[src/rtl/serial_add_ctrl_pkg.sv]
// -----------------------------------------------------------------------------
// serial_alu_pkg
// Shared types and constants for the bit-serial add/subtract sequencer.
//   state_t : sequencer state (IDLE, RUN, DONE)
//   OP_ADD  : op_sub encoding for A + B
//   OP_SUB  : op_sub encoding for A - B
// -----------------------------------------------------------------------------
package serial_alu_pkg;

  typedef enum logic [1:0] {
    IDLE = 2'd0,
    RUN  = 2'd1,
    DONE = 2'd2
  } state_t;

  localparam logic OP_ADD = 1'b0;
  localparam logic OP_SUB = 1'b1;

endpackage

[src/rtl/serial_add_ctrl_if.sv]
// -----------------------------------------------------------------------------
// serial_add_ctrl_if
// Operand/result bundle between the operand logic (master) and the serial
// add/subtract sequencer (slave).
//   start    : master -> slave, request, sampled only while the slave is idle
//   op_sub   : master -> slave, 0 = A+B, 1 = A-B, sampled with start
//   a_in     : master -> slave, operand A, sampled with start
//   b_in     : master -> slave, operand B, sampled with start
//   busy     : slave -> master, high from the cycle after acceptance through
//              the done cycle
//   done     : slave -> master, one-cycle pulse, results valid from then on
//   result   : slave -> master, registered sum/difference
//   cout     : slave -> master, final carry (subtract: 1 = no borrow)
//   overflow : slave -> master, signed overflow
//
// Handshake: a request is taken on the rising edge where the slave is idle
// and start=1; operands are captured on that same edge. While busy=1 start
// is ignored (no queueing). done pulses once per accepted request, and the
// earliest next acceptance is the edge after done drops.
// -----------------------------------------------------------------------------
interface serial_add_ctrl_if #(
  parameter int WIDTH = 8
);
  logic             start;
  logic             op_sub;
  logic [WIDTH-1:0] a_in;
  logic [WIDTH-1:0] b_in;
  logic             busy;
  logic             done;
  logic [WIDTH-1:0] result;
  logic             cout;
  logic             overflow;

  modport master (
    output start, op_sub, a_in, b_in,
    input  busy, done, result, cout, overflow
  );

  modport slave (
    input  start, op_sub, a_in, b_in,
    output busy, done, result, cout, overflow
  );
endinterface

[src/rtl/serial_add_ctrl_full_adder.sv]
// -----------------------------------------------------------------------------
// fullAdder
// Single-bit full-adder cell shared by the serial datapath.
//   i_a, i_b : operand bits
//   i_cin    : carry in
//   o_sum    : sum bit
//   o_cout   : carry out
// -----------------------------------------------------------------------------
module fullAdder (
  input  logic i_a,
  input  logic i_b,
  input  logic i_cin,
  output logic o_sum,
  output logic o_cout
);
  assign o_sum  = i_a ^ i_b ^ i_cin;
  assign o_cout = (i_a & i_b) | (i_a & i_cin) | (i_b & i_cin);
endmodule

[src/rtl/serial_add_ctrl.sv]
// -----------------------------------------------------------------------------
// serial_add_ctrl
// WIDTH-bit add/subtract computed one bit per clock, LSB first, through a
// single full-adder cell. Subtraction is A + ~B + 1: B is inverted at
// acceptance and the carry flop is preloaded with 1.
//   clk         : rising-edge clock
//   rst         : asynchronous active-high reset
//   bus         : operand/result handshake (slave side)
//   o_dbg_state : current sequencer state, for observation only
// Timing: accept edge T0, bit edges T1..TWIDTH, done/DONE in the cycle after
// TWIDTH, IDLE again after TWIDTH+1.
// -----------------------------------------------------------------------------
module serial_add_ctrl
  import serial_alu_pkg::*;
#(
  parameter int WIDTH = 8
) (
  input  logic               clk,
  input  logic               rst,
  serial_add_ctrl_if.slave   bus,
  output state_t             o_dbg_state
);

  localparam int CNT_W = $clog2(WIDTH);

  state_t           r_state;
  state_t           w_state_nxt;

  logic [WIDTH-1:0] r_a_sh;
  logic [WIDTH-1:0] r_b_sh;
  logic [WIDTH-1:0] r_sum_sh;
  logic [WIDTH-1:0] r_result;
  logic             r_carry;
  logic             r_cout;
  logic             r_ovf;
  logic             r_done;
  logic [CNT_W-1:0] r_cnt;

  logic             w_sum;
  logic             w_cell_cout;
  logic             w_last;
  logic [WIDTH-1:0] w_sum_sh_nxt;

  fullAdder u_cell (
    .i_a    (r_a_sh[0]),
    .i_b    (r_b_sh[0]),
    .i_cin  (r_carry),
    .o_sum  (w_sum),
    .o_cout (w_cell_cout)
  );

  // The cycle processing the MSB; its cell outputs are the final results.
  assign w_last       = (r_cnt == CNT_W'(WIDTH - 1));
  // New sum bit enters at the top so after WIDTH shifts bit 0 is at the LSB.
  assign w_sum_sh_nxt = {w_sum, r_sum_sh[WIDTH-1:1]};

  always_comb begin
    w_state_nxt = r_state;
    case (r_state)
      IDLE:    if (bus.start) w_state_nxt = RUN;
      RUN:     if (w_last)    w_state_nxt = DONE;
      DONE:                   w_state_nxt = IDLE;
      default:                w_state_nxt = IDLE;
    endcase
  end

  always_ff @(posedge clk or posedge rst) begin
    if (rst) r_state <= IDLE;
    else     r_state <= w_state_nxt;
  end

  always_ff @(posedge clk or posedge rst) begin
    if (rst) begin
      r_a_sh   <= '0;
      r_b_sh   <= '0;
      r_sum_sh <= '0;
      r_result <= '0;
      r_carry  <= 1'b0;
      r_cout   <= 1'b0;
      r_ovf    <= 1'b0;
      r_done   <= 1'b0;
      r_cnt    <= '0;
    end else begin
      r_done <= 1'b0;
      case (r_state)
        IDLE: begin
          if (bus.start) begin
            r_a_sh   <= bus.a_in;
            r_b_sh   <= (bus.op_sub == OP_SUB) ? ~bus.b_in : bus.b_in;
            r_carry  <= (bus.op_sub == OP_SUB);
            r_cnt    <= '0;
            r_sum_sh <= '0;
          end
        end
        RUN: begin
          r_a_sh   <= r_a_sh >> 1;
          r_b_sh   <= r_b_sh >> 1;
          r_sum_sh <= w_sum_sh_nxt;
          r_carry  <= w_cell_cout;
          r_cnt    <= r_cnt + CNT_W'(1);
          if (w_last) begin
            r_result <= w_sum_sh_nxt;
            r_cout   <= w_cell_cout;
            // Signed overflow: carry into the MSB differs from carry out.
            r_ovf    <= r_carry ^ w_cell_cout;
            r_done   <= 1'b1;
          end
        end
        default: ;
      endcase
    end
  end

  assign bus.busy     = (r_state != IDLE);
  assign bus.done     = r_done;
  assign bus.result   = r_result;
  assign bus.cout     = r_cout;
  assign bus.overflow = r_ovf;
  assign o_dbg_state  = r_state;

endmodule

[src/flat_wrapper.sv]
// flat-port wrapper written by rule: the top's interface ports become plain ports
module serial_add_ctrl_flat import serial_alu_pkg::*;
#(
  parameter int WIDTH = 8
)
  (clk, rst, o_dbg_state, bus_start, bus_op_sub, bus_a_in, bus_b_in, bus_busy, bus_done, bus_result, bus_cout, bus_overflow);
  serial_add_ctrl_if #(.WIDTH(WIDTH)) bus_i ();
  input  logic clk;
  input  logic rst;
  output state_t o_dbg_state;
  input wire logic [$bits(bus_i.start)-1:0] bus_start;
  input wire logic [$bits(bus_i.op_sub)-1:0] bus_op_sub;
  input wire logic [$bits(bus_i.a_in)-1:0] bus_a_in;
  input wire logic [$bits(bus_i.b_in)-1:0] bus_b_in;
  output wire logic [$bits(bus_i.busy)-1:0] bus_busy;
  output wire logic [$bits(bus_i.done)-1:0] bus_done;
  output wire logic [$bits(bus_i.result)-1:0] bus_result;
  output wire logic [$bits(bus_i.cout)-1:0] bus_cout;
  output wire logic [$bits(bus_i.overflow)-1:0] bus_overflow;
  assign bus_i.start = bus_start;
  assign bus_i.op_sub = bus_op_sub;
  assign bus_i.a_in = bus_a_in;
  assign bus_i.b_in = bus_b_in;
  assign bus_busy = bus_i.busy;
  assign bus_done = bus_i.done;
  assign bus_result = bus_i.result;
  assign bus_cout = bus_i.cout;
  assign bus_overflow = bus_i.overflow;
  serial_add_ctrl #(.WIDTH(WIDTH)) u_core (.clk(clk), .rst(rst), .bus(bus_i), .o_dbg_state(o_dbg_state));
endmodule
[config.mk]
export PLATFORM = sky130hd
export DESIGN_NAME = serial_add_ctrl_flat
export DESIGN_NICKNAME = d
export VERILOG_FILES = /design/src/rtl/serial_add_ctrl_pkg.sv /design/src/rtl/serial_add_ctrl_if.sv /design/src/rtl/serial_add_ctrl_full_adder.sv /design/src/rtl/serial_add_ctrl.sv /design/src/flat_wrapper.sv
export SDC_FILE = /design/constraint.sdc
export NUM_CORES = 1
export LEC_CHECK = 0
export ABC_AREA = 1
export CELL_PAD_IN_SITES_DETAIL_PLACEMENT = 1
export CELL_PAD_IN_SITES_GLOBAL_PLACEMENT = 1
export CORE_AREA = 3 3 83 85
export DETAILED_ROUTE_END_ITERATION = 12
export DIE_AREA = 0 0 86 88
export PLACE_DENSITY = 0.68
export SLEW_MARGIN = 20
export SYNTH_ARGS = -nofsm -noshare
export SYNTH_HDL_FRONTEND = slang
export SYNTH_HIERARCHICAL = 1
export SYNTH_SLANG_ARGS = --single-unit
[constraint.sdc]
create_clock -name clk -period 3 [get_ports clk]
set_input_delay 0.45 -clock clk [delete_from_list [all_inputs] [get_ports clk]]
set_output_delay 0.45 -clock clk [all_outputs]
set_load 0.005 [all_outputs]
==> metrics.txt, run 1 <==
outcome=completed; layout cells sized above 1=7.03%; Post-Syn Area=1870 um^2; Setup TNS=0 ns; fin nets=278; vias in the first global route=1,584; TritonCTS Buffers=5; Syn Nets=247; Mapped Cells=224; DIE HEIGHT=88 um; io pins=34; total leakage power=1.19 nW; Slew headroom=65.6%; wire length of the first global-routing pass=7.51 mm; core region area=6280 um^2; DP Area=2230 um^2; CP Max Fanout=5; Cell Pwr Density=861 nW/um^2; synth top area cells=dfrtp_1 (53%), nand2_1 (19%), nand3_1 (13%); cell taking the most area after synthesis=dfrtp_1; WS Path Type=reg -> out; startpoint types=flop; Wirelength per Cell=12.7 um; hpwl dp=2.86 mm; Slew Limit Fails=0; Post-Synth Adder-Cell Area=2.41%; clock root cell=clkbuf_8; MaxCap Viol Count=0; Post-Layout Cell Count=333; Die Wd=86 um; DR pass1 iterations=4; element type at the critical path end=output pin; postcts setup bufs=0; Hold Path Class=reg -> reg; Worst-Margin Slew=0.515 ns; Clock Latency Late Sink=0.29 ns; Remaining DRCs=0; Fin. Hold Viols=0; PortBufs=33; post-synthesis cell type count=17; worst vdd ir=0.000297 V; largest family of logic cells by synthesized area=simple AND/OR/NAND/NOR gates; Die ar.=7570 um^2; syn avg cell area=8.36 um^2; Simple-Gate Fraction of Synth Area=35.2%; clk slew on worst S/H paths=0.08 ns; initial antenna violation count=0; antenna cells=0; Yosys warnings=6; Via Count=1,543; maximum operating frequency=513 MHz; sequential fraction of the synthesis area=53.5%; number of DRC markers in iteration 0=85; Total GRT Usage=12.3%; Final Skew=0.00473 ns; share of the synthesized area in the top cell type=53.5%; clock sinks=40; Post-Synth XOR/XNOR Area=0.936%; H-tree depth=2; CTS resizes=0; CTS max path bufs=2; row count=29; unrepaired setup endpoints after global routing=no; multiplexer area fraction after synthesis=0%; final setup fails=0; Final Cycle Share=64.9%; DP Cell Count=325; Critical Path AT=1.50 ns; GPL Wtd Cong=0.665; Syn-to-layout area delta=23.9%; via/cell ratio=4.63; Critical Path RT=2.55 ns; complex-gate fraction of the synthesized area=0.936%; post-route cell area=2320 um^2; detailed-route wire length=4.23 mm; TritonCTS clock tree=done; Starting Density=29.8%; GRT overflow=0; minimum clock period=1.95 ns; antenna-violating nets left=0; Synth Register Bits=40; largest net degree at the start of global routing=41; hold_buf cts=0
cells by family (layout without fill, tap and decap cells):
kind of cell,count (synthesis),in the layout
AOI/OAI and AO/OA,2,2
buffers and inverters,24,56
and+or+nand+nor,153,153
DFF,40,40
adders and majority gates,3,3
xor gates and xnor gates,2,2
layer usage:
layer / global-route usage (%) / up-vias / wire length [um]
met5: 0 / - / 0
met4: 3.02 / 0 / 20
met3: 3.48 / 2 / 157
met2: 20.3 / 23 / 2040
met1: 16.1 / 746 / 2020
li1: - / 772 / -
cell type report:
class / count / area [um^2]
flip-flops and latches: 40 / 1000
well taps: 77 / 96.3
fillers: 757 / 3960
repair buffers: 34 / 338
multi-input cells: 160 / 739
clock inverters: 2 / 10.0
inverters: 14 / 52.6
clock buffers: 6 / 82.6
report_power, final:
group	total, mW	switching, mW	internal, mW
combinational	0.731	0.403	0.329
clock	0.374	0.190	0.184
sequential	0.891	0.137	0.755
total	2.00	0.730	1.27
layout by cell type (no fill, tap or decap):
master           instances
fa_1                     1
clkdlybuf4s50_1         33
inv_1                   11
nor2_1                   2
clkinv_2                 2
ha_1                     2
o21ai_0                  1
nand2_4                  2
inv_2                    3
dfrtp_1                 40
o22ai_2                  1
xor2_1                   2
buf_4                    1
nand2_2                  1
nand2_1                 96
clkbuf_8                 6
nor2_2                   2
nand3_1                 50
stage by stage:
step                      util, %  hold slack [ns]  worst slack, ns  total power, mW
after floorplan                 -            0.450             1.63             1.37
after global placement       35.5            0.452             1.12             1.61
after detailed placement     35.5            0.458             1.04             1.65
after CTS                    37.0            0.478             1.03             2.03
after global routing         37.0            0.512            0.963             2.18
final                        37.0            0.470             1.05             2.00
synthesized netlist by cell type:
master    n
nand2_1  96
nand2_2   1
buf_4     4
nor2_1    2
xor2_1    2
o21ai_0   1
fa_1      1
nand3_1  50
inv_2     3
buf_2     3
o22ai_2   1
nand2_4   2
dfrtp_1  40
ha_1      2
nor2_2    2
buf_6     3
inv_1    11
worst max-delay path, cell delays in order (launching register included):
cell and delay, ns:
dfrtp_1 0.47, inv_2 0.11, nand2_2 0.12, clkdlybuf4s50_1 0.51
state kept, by name, indices dropped and copies added (netlist names):
register             flops
u_core/bus.result        8
u_core/r_a_sh            8
u_core/r_b_sh            8
u_core/r_sum_sh          7
u_core/r_cnt             3
u_core/o_dbg_state       2
u_core/bus.cout          1
u_core/bus.done          1
u_core/bus.overflow      1
u_core/r_carry           1
path summary, 6_finish.rpt:
check | start | to | slack [ns] | cells after the start
min in group asynchronous | rst | u_core/r_sum_sh[4] | 0.58 | 3
worst max register to register | u_core/r_cnt[0] | u_core/bus.result[7] | 1.28 | 7
max in group asynchronous | rst | u_core/r_b_sh[7] | 2.05 | 3
worst min register to register | u_core/bus.result[3] | u_core/bus.result[3] | 0.47 | 2
worst min-delay path | u_core/bus.result[3] | u_core/bus.result[3] | 0.47 | 2
worst max-delay path | u_core/o_dbg_state[1] | bus_busy | 1.05 | 3
(Power assumes the default switching activity.)
==> run 2: changes to the inputs <==
==> constraint.sdc (replaced) <==
create_clock -name clk -period 2 [get_ports clk]
set_input_delay 0.3 -clock clk [delete_from_list [all_inputs] [get_ports clk]]
set_output_delay 0.3 -clock clk [all_outputs]
set_load 0.005 [all_outputs]
==> run 2 against run 1 <==
Net effect:
- hold slack got worse by 0.039 ns
- critical path depth unchanged
- power increased by 56%
- non-clock buffer count increased by 4
- flip-flop and latch count unchanged
- clock-buffer cell count decreased by 1
- die area unchanged
- register-to-register slack got worse by 0.65 ns
==> metrics.txt, run 2 (synthesis gave the netlist of run 1 again) <==
outcome=completed; hold_buf cts=0 (unchanged); initial antenna violation count=0 (unchanged); layout cells sized above 1=8.46% (+1.4 points); Slew Limit Fails=0 (unchanged); hold_ws=0.432 ns (-0.0387 ns); clock sinks=40 (unchanged); minimum clock period=1.81 ns; Slew headroom=64.8% (-0.86 points); total leakage power=1.21 nW (+2.0%); startpoint types=flop; Worst-Margin Slew=0.526 ns (+0.0110 ns); fin nets=282 (+1.4%); Wirelength per Cell=12.9 um (+1.3%); via/cell ratio=4.62 (-0.29%); Die ar.=7570 um^2 (unchanged); GRT overflow=0 (unchanged); Critical Path RT=1.70 ns (-0.85 ns); WS Path Type=reg -> out; element type at the critical path end=output pin; worst vdd ir=0.000658 V (+120%); Setup TNS=0 ns (unchanged); Multi-input gate area=739 um^2 (unchanged); number of DRC markers in iteration 0=70 (-18%); final setup fails=0 (unchanged); post-layout util=37.7% (+0.78 points); Die Wd=86 um (unchanged); detailed-route wire length=4.34 mm (+2.5%); Hold Path Class=in -> async; Final Cycle Share=90.4%; CTS max path bufs=2 (unchanged); CP delay by family, top=buffers and inverters; slowest cell on the critical path=clkdlybuf4s50_1; most common cell after layout, fill and taps aside=nand2_1; CTS resizes=0 (unchanged); maximum operating frequency=553 MHz; fillers=761 (+0.53%); clk slew on worst S/H paths=0.08 ns (about the same); hpwl dp=2.89 mm (+0.99%); clock root cell=clkbuf_8; H-tree depth=2 (unchanged); Cell Pwr Density=1310 nW/um^2 (+53%); Starting Density=29.8% (unchanged); Critical Path Max Stage Delay=0.51 ns (about the same); wire length of the first global-routing pass=7.60 mm (+1.3%); antenna cells=0 (unchanged); core region area=6280 um^2 (unchanged); postcts setup bufs=0 (unchanged); CP Max Fanout=5 (unchanged); register area=1000 um^2 (unchanged); Final Skew=0.00885 ns (+0.00412 ns); GPL Wtd Cong=0.709 (+6.6%); row count=29 (unchanged); antenna-violating nets left=0 (unchanged); unrepaired setup endpoints after global routing=no; Via Count=1,557 (+0.91%); MaxCap Viol Count=0 (unchanged); io pins=34 (unchanged); PnR Total Power=3.11 mW (+56%); Fin. Hold Viols=0 (unchanged); crit path cell chain=inv_2 -> nand2_2 -> clkdlybuf4s50_1; Remaining DRCs=0 (unchanged); PortBufs=33 (unchanged); vias in the first global route=1,637 (+3.3%); Syn-to-layout area delta=26.5%; DIE HEIGHT=88 um (unchanged); TritonCTS Buffers=5 (unchanged); Clock Latency Late Sink=0.30 ns (about the same); TritonCTS clock tree=done; largest net degree at the start of global routing=41 (unchanged); WP buf/inv=2 (unchanged); Critical Path AT=1.51 ns (about the same); Total GRT Usage=12.7% (+0.34 points); most used cells in the layout excluding fill and tap cells=nand2_1 (96), nand3_1 (50), dfrtp_1 (40); DR pass1 iterations=4 (unchanged)
==> run 2: cell count changes in the layout (fill, tap and decap cells not counted), sizes merged <==
cell / change
clkinv: -1
buf: +4
bufinv: +1
clkinvlp: +1
clkbuf: -1
==> run 2: layout make-up <==
class	count	share of cell area, %
sequential	40	42.3
clock inverter	3	1.80
tap	77	4.07
inverter	14	2.22
multi-input combinational	160	31.2
timing repair buffer	38	15.5
clock buffer	5	2.91
==> run 2: where the power goes <==
part           internal, mW  switching, mW  total, mW  leakage, nW
Clock                 0.369          0.293      0.662       0.0541
Sequential             1.13          0.204       1.34        0.516
Combinational         0.510          0.606       1.12        0.641
==> run 2: path summary, 6_finish.rpt <==
| kind | startpoint | to | slack [ns] | cells past startpoint |
|---|---|---|---|---|
| min in group clk | u_core/bus.result[3] | u_core/bus.result[3] | 0.47 | 2 |
| worst min register to register | u_core/bus.result[3] | u_core/bus.result[3] | 0.47 | 2 |
| worst max register to register | u_core/r_cnt[0] | u_core/bus.result[5] | 0.63 | 7 |
| worst min-delay path | rst | u_core/o_dbg_state[1] | 0.43 | 3 |
| max in group asynchronous | rst | u_core/r_b_sh[3] | 1.21 | 3 |
| worst max-delay path | u_core/o_dbg_state[1] | bus_busy | 0.19 | 3 |
==> run 2: per-stage QoR <==
step / instance area, um^2 / setup slack (ns) / cells
3_5_place_dp: 2260 / 0.390 / 329
3_3_place_gp: 2260 / 0.444 / 329
6_report: 2370 / 0.191 / 337
5_1_grt: 2370 / 0.102 / 337
2_1_floorplan: 1870 / 0.766 / 224
4_1_cts: 2370 / 0.165 / 337
==> run 2: metal layers <==
metal  global-route usage (%)  share of wire (%)
met5                        0                  0
met3                     2.92                4.2
met1                     15.8                 46
met4                     4.75                1.7
met2                     21.5                 48
==> run 2: tightest hold or removal path, delay by kind of cell <==
| family | cells | cell delay, ns |
|---|---|---|
| buffers and inverters | 3 | 0.89 |
==> run 3: changes to the inputs <==
--- a/config.mk
+++ b/config.mk
@@ -5,13 +5,13 @@
 export SDC_FILE = /design/constraint.sdc
 export NUM_CORES = 1
 export LEC_CHECK = 0
-export ABC_AREA = 1
+export ABC_AREA = 0
 export CELL_PAD_IN_SITES_DETAIL_PLACEMENT = 1
 export CELL_PAD_IN_SITES_GLOBAL_PLACEMENT = 1
 export CORE_AREA = 3 3 83 85
 export DETAILED_ROUTE_END_ITERATION = 12
 export DIE_AREA = 0 0 86 88
-export PLACE_DENSITY = 0.68
+export PLACE_DENSITY = 0.64
 export SLEW_MARGIN = 20
 export SYNTH_ARGS = -nofsm -noshare
 export SYNTH_HDL_FRONTEND = slang
==> run 3 against run 2 <==
Net effect:
- flip-flop and latch count stayed put
- final area is 0.32% lower
- wire length is 9.5% lower
- synthesized area is 2.4% lower
- clock-buffer cell count stayed put
- synthesized cell count is 31% lower
- die area stayed put
- register-to-register slack worse by 0.27 ns
- non-clock buffer count is 2 higher
- highest routed layer unchanged
- via count is 18% lower
- largest cell class unchanged
- clock skew hardly changed
- largest power group unchanged
- power is 1.1% higher
==> metrics.txt, run 3 <==
DIE HEIGHT=88 um (unchanged); antenna cells=0 (unchanged); share of the synthesized area in the top cell type=54.8% (+1.3 points); Clock Power Share=20.9% (-0.4 points); io pins=34 (unchanged); R2R depth=2 (-5); postcts setup bufs=0 (unchanged); core region area=6280 um^2 (unchanged); WS Path Type=reg -> out; Comb power frac=37.0% (+1.2 points); via/cell ratio=4.74 (+2.5%); MaxCap Viol Count=0 (unchanged); Seq pwr share=42.1% (-0.8 points); maximum operating frequency=540 MHz (-2.3%); TritonCTS Buffers=5 (unchanged); Setup TNS=0 ns (unchanged); post-synthesis cell type count=27 (+10); clk slew on worst S/H paths=0.08 ns (about the same); vias in the first global route=1,272 (-22%); clock root cell=clkbuf_8; Critical Path RT=1.70 ns (about the same); Via Count=1,269 (-18%); H-tree depth=2 (unchanged); synth top area cells=dfrtp_1 (55%), o221ai_2 (4.9%), nand2_1 (4.7%); Critical Path AT=1.55 ns (+0.04 ns); worst vdd ir=0.000431 V (-35%); Slew Limit Fails=0 (unchanged); number of DRC markers in iteration 0=57 (-19%); element type at the critical path end=output pin; Remaining DRCs=0 (unchanged); DP Area=2250 um^2 (-0.33%); Hold Path Class=in -> async; PortBufs=33 (unchanged); Total GRT Usage=11.2% (-1.4 points); most used cells in the layout excluding fill and tap cells=dfrtp_1 (40), clkdlybuf4s50_1 (33), nand2_1 (23); Post-synth EDFFs=0 (unchanged); fin nets=213 (-24%); Cell Pwr Density=1330 nW/um^2 (+1.4%); Internal Power=2.15 mW (+6.8%); switching pwr=1.00 mW (-9.3%); outcome=completed; Main synth FF type=dfrtp_1; PnR Total Power=3.15 mW (+1.1%); wire length of the first global-routing pass=6.53 mm (-14%); GRT overflow=0 (unchanged); Slew headroom=40.6% (-24 points); syn avg cell area=11.9 um^2 (+42%); hpwl dp=2.69 mm (-6.7%); Worst-Margin Slew=0.889 ns (+0.362 ns); cell taking the most area after synthesis=dfrtp_1; post-route cell area=2360 um^2 (-0.32%); row count=29 (unchanged); Wirelength per Cell=14.7 um (+14%); Post-Syn Area=1830 um^2 (-2.4%); Mapped Cells=154 (-31%); layout cells sized above 1=14.7% (+6.2 points); total leakage power=1.04 nW (-14%); list of most frequent post-synthesis cells=dfrtp_1 (40), nand2_1 (23), a22o_1 (9), xnor2_1 (9), a21oi_1 (7); Yosys warnings=6 (unchanged); Die ar.=7570 um^2 (unchanged); Worst Slack Setup Final=0.149 ns (-0.0418 ns); unrepaired setup endpoints after global routing=no; most common cell after layout, fill and taps aside=dfrtp_1; CP Max Fanout=13 (+8); Fin. Hold Viols=0 (unchanged); CTS max path bufs=2 (unchanged); Die Wd=86 um (unchanged); antenna-violating nets left=0 (unchanged); GPL Wtd Cong=0.676 (-4.6%); minimum clock period=1.85 ns (+0.0418 ns); clock sinks=40 (unchanged); most common cell in the synthesized netlist=dfrtp_1; detailed-route wire length=3.93 mm (-9.5%); sequential fraction of the synthesis area=54.8% (+1.3 points); startpoint types=flop; TritonCTS clock tree=done; FFs w/ async S/R, synth=100% (unchanged); Final Cycle Share=92.5% (+2.1 points); Synth Register Bits=40 (unchanged); Starting Density=29.1% (-0.72 points); DR pass1 iterations=4 (unchanged); Clock Latency Late Sink=0.30 ns (about the same); final setup fails=0 (unchanged); Syn Nets=177 (-28%); CTS resizes=0 (unchanged); Placement Setup Slack=0.134 ns (-0.257 ns); initial antenna violation count=0 (unchanged); Syn-to-layout area delta=29.2%; Final Skew=0.00858 ns (-0.000263 ns); hold_buf cts=0 (unchanged); largest net degree at the start of global routing=41 (unchanged); switching part of the total=31.8% (-3.6 points)
[run 3: cell count changes in the layout (fill, tap and decap cells not counted), moves of 7 or more]
| cell | before | now |
|---|---|---|
| a21oi_1 | 0 | 7 |
| nand2_1 | 96 | 23 |
| inv_1 | 11 | 4 |
| a22o_1 | 0 | 9 |
| xnor2_1 | 0 | 9 |
| nand3_1 | 50 | 0 |
[run 3: cells by family (layout without fill, tap and decap cells)]
kind of cell	count (synthesis)	in the layout	synth area share, %
XOR/XNOR	9	9	4.32
AND/OR/NAND/NOR	37	37	10.1
multiplexers	10	10	6.16
adder cells (fa/ha/maj)	3	3	2.47
buffers and inverters	15	52	4.59
flip-flops	40	40	54.8
AO/OA/AOI/OAI	40	40	17.5
[run 3: power by group through the flow]
stage               registers, mW  logic (mW)  clock network, mW
CTS                          1.33        1.19              0.686
detailed placement           1.35        1.18                  0
floorplan                    1.30       0.765                  0
finish                       1.33        1.16              0.659
global placement             1.34        1.15                  0
global route                 1.37        1.30              0.723
[run 3: path summary, 6_finish.rpt]
path,to,startpoint,slack [ns]
hold reg to reg,u_core/bus.result[1],u_core/bus.result[1],0.49
setup / recovery,bus_busy,u_core/o_dbg_state[1],0.15
max in group asynchronous,u_core/r_b_sh[6],rst,1.21
hold / removal,u_core/bus.done,rst,0.42
setup reg to reg,u_core/r_cnt[0],u_core/o_dbg_state[1],0.36
min in group clk,u_core/bus.result[1],u_core/bus.result[1],0.49
[run 3: cell type report]
class	instances	area (um^2)
Fill cell	700	3920
Inverter	4	15.0
Clock inverter	3	42.5
Multi-Input combinational cell	99	742
Clock buffer	5	68.8
Timing Repair Buffer	40	395
Sequential cell	40	1000
Tap cell	77	96.3
[run 3: through the flow]
step           hold slack (ns)  instances  util [%]
2_1_floorplan            0.450        154         -
3_3_place_gp             0.469        260      35.8
3_5_place_dp             0.475        260      35.8
4_1_cts                  0.443        268      37.6
5_1_grt                  0.485        268      37.6
6_report                 0.423        268      37.6
[run 3: per-layer routing]
metal  wire length, um  GRT usage (%)  part of all wire (%)
met1              1840           14.9                    47
met2              1780           17.1                    45
met3               227           3.10                   5.8
met4                81           5.18                   2.1
met5                 0              0                     0
[run 3: worst max-delay path, stage by stage (launching register included)]
cell and delay, ns:
dfrtp_1 0.60, or2_1 0.17, clkdlybuf4s50_1 0.49
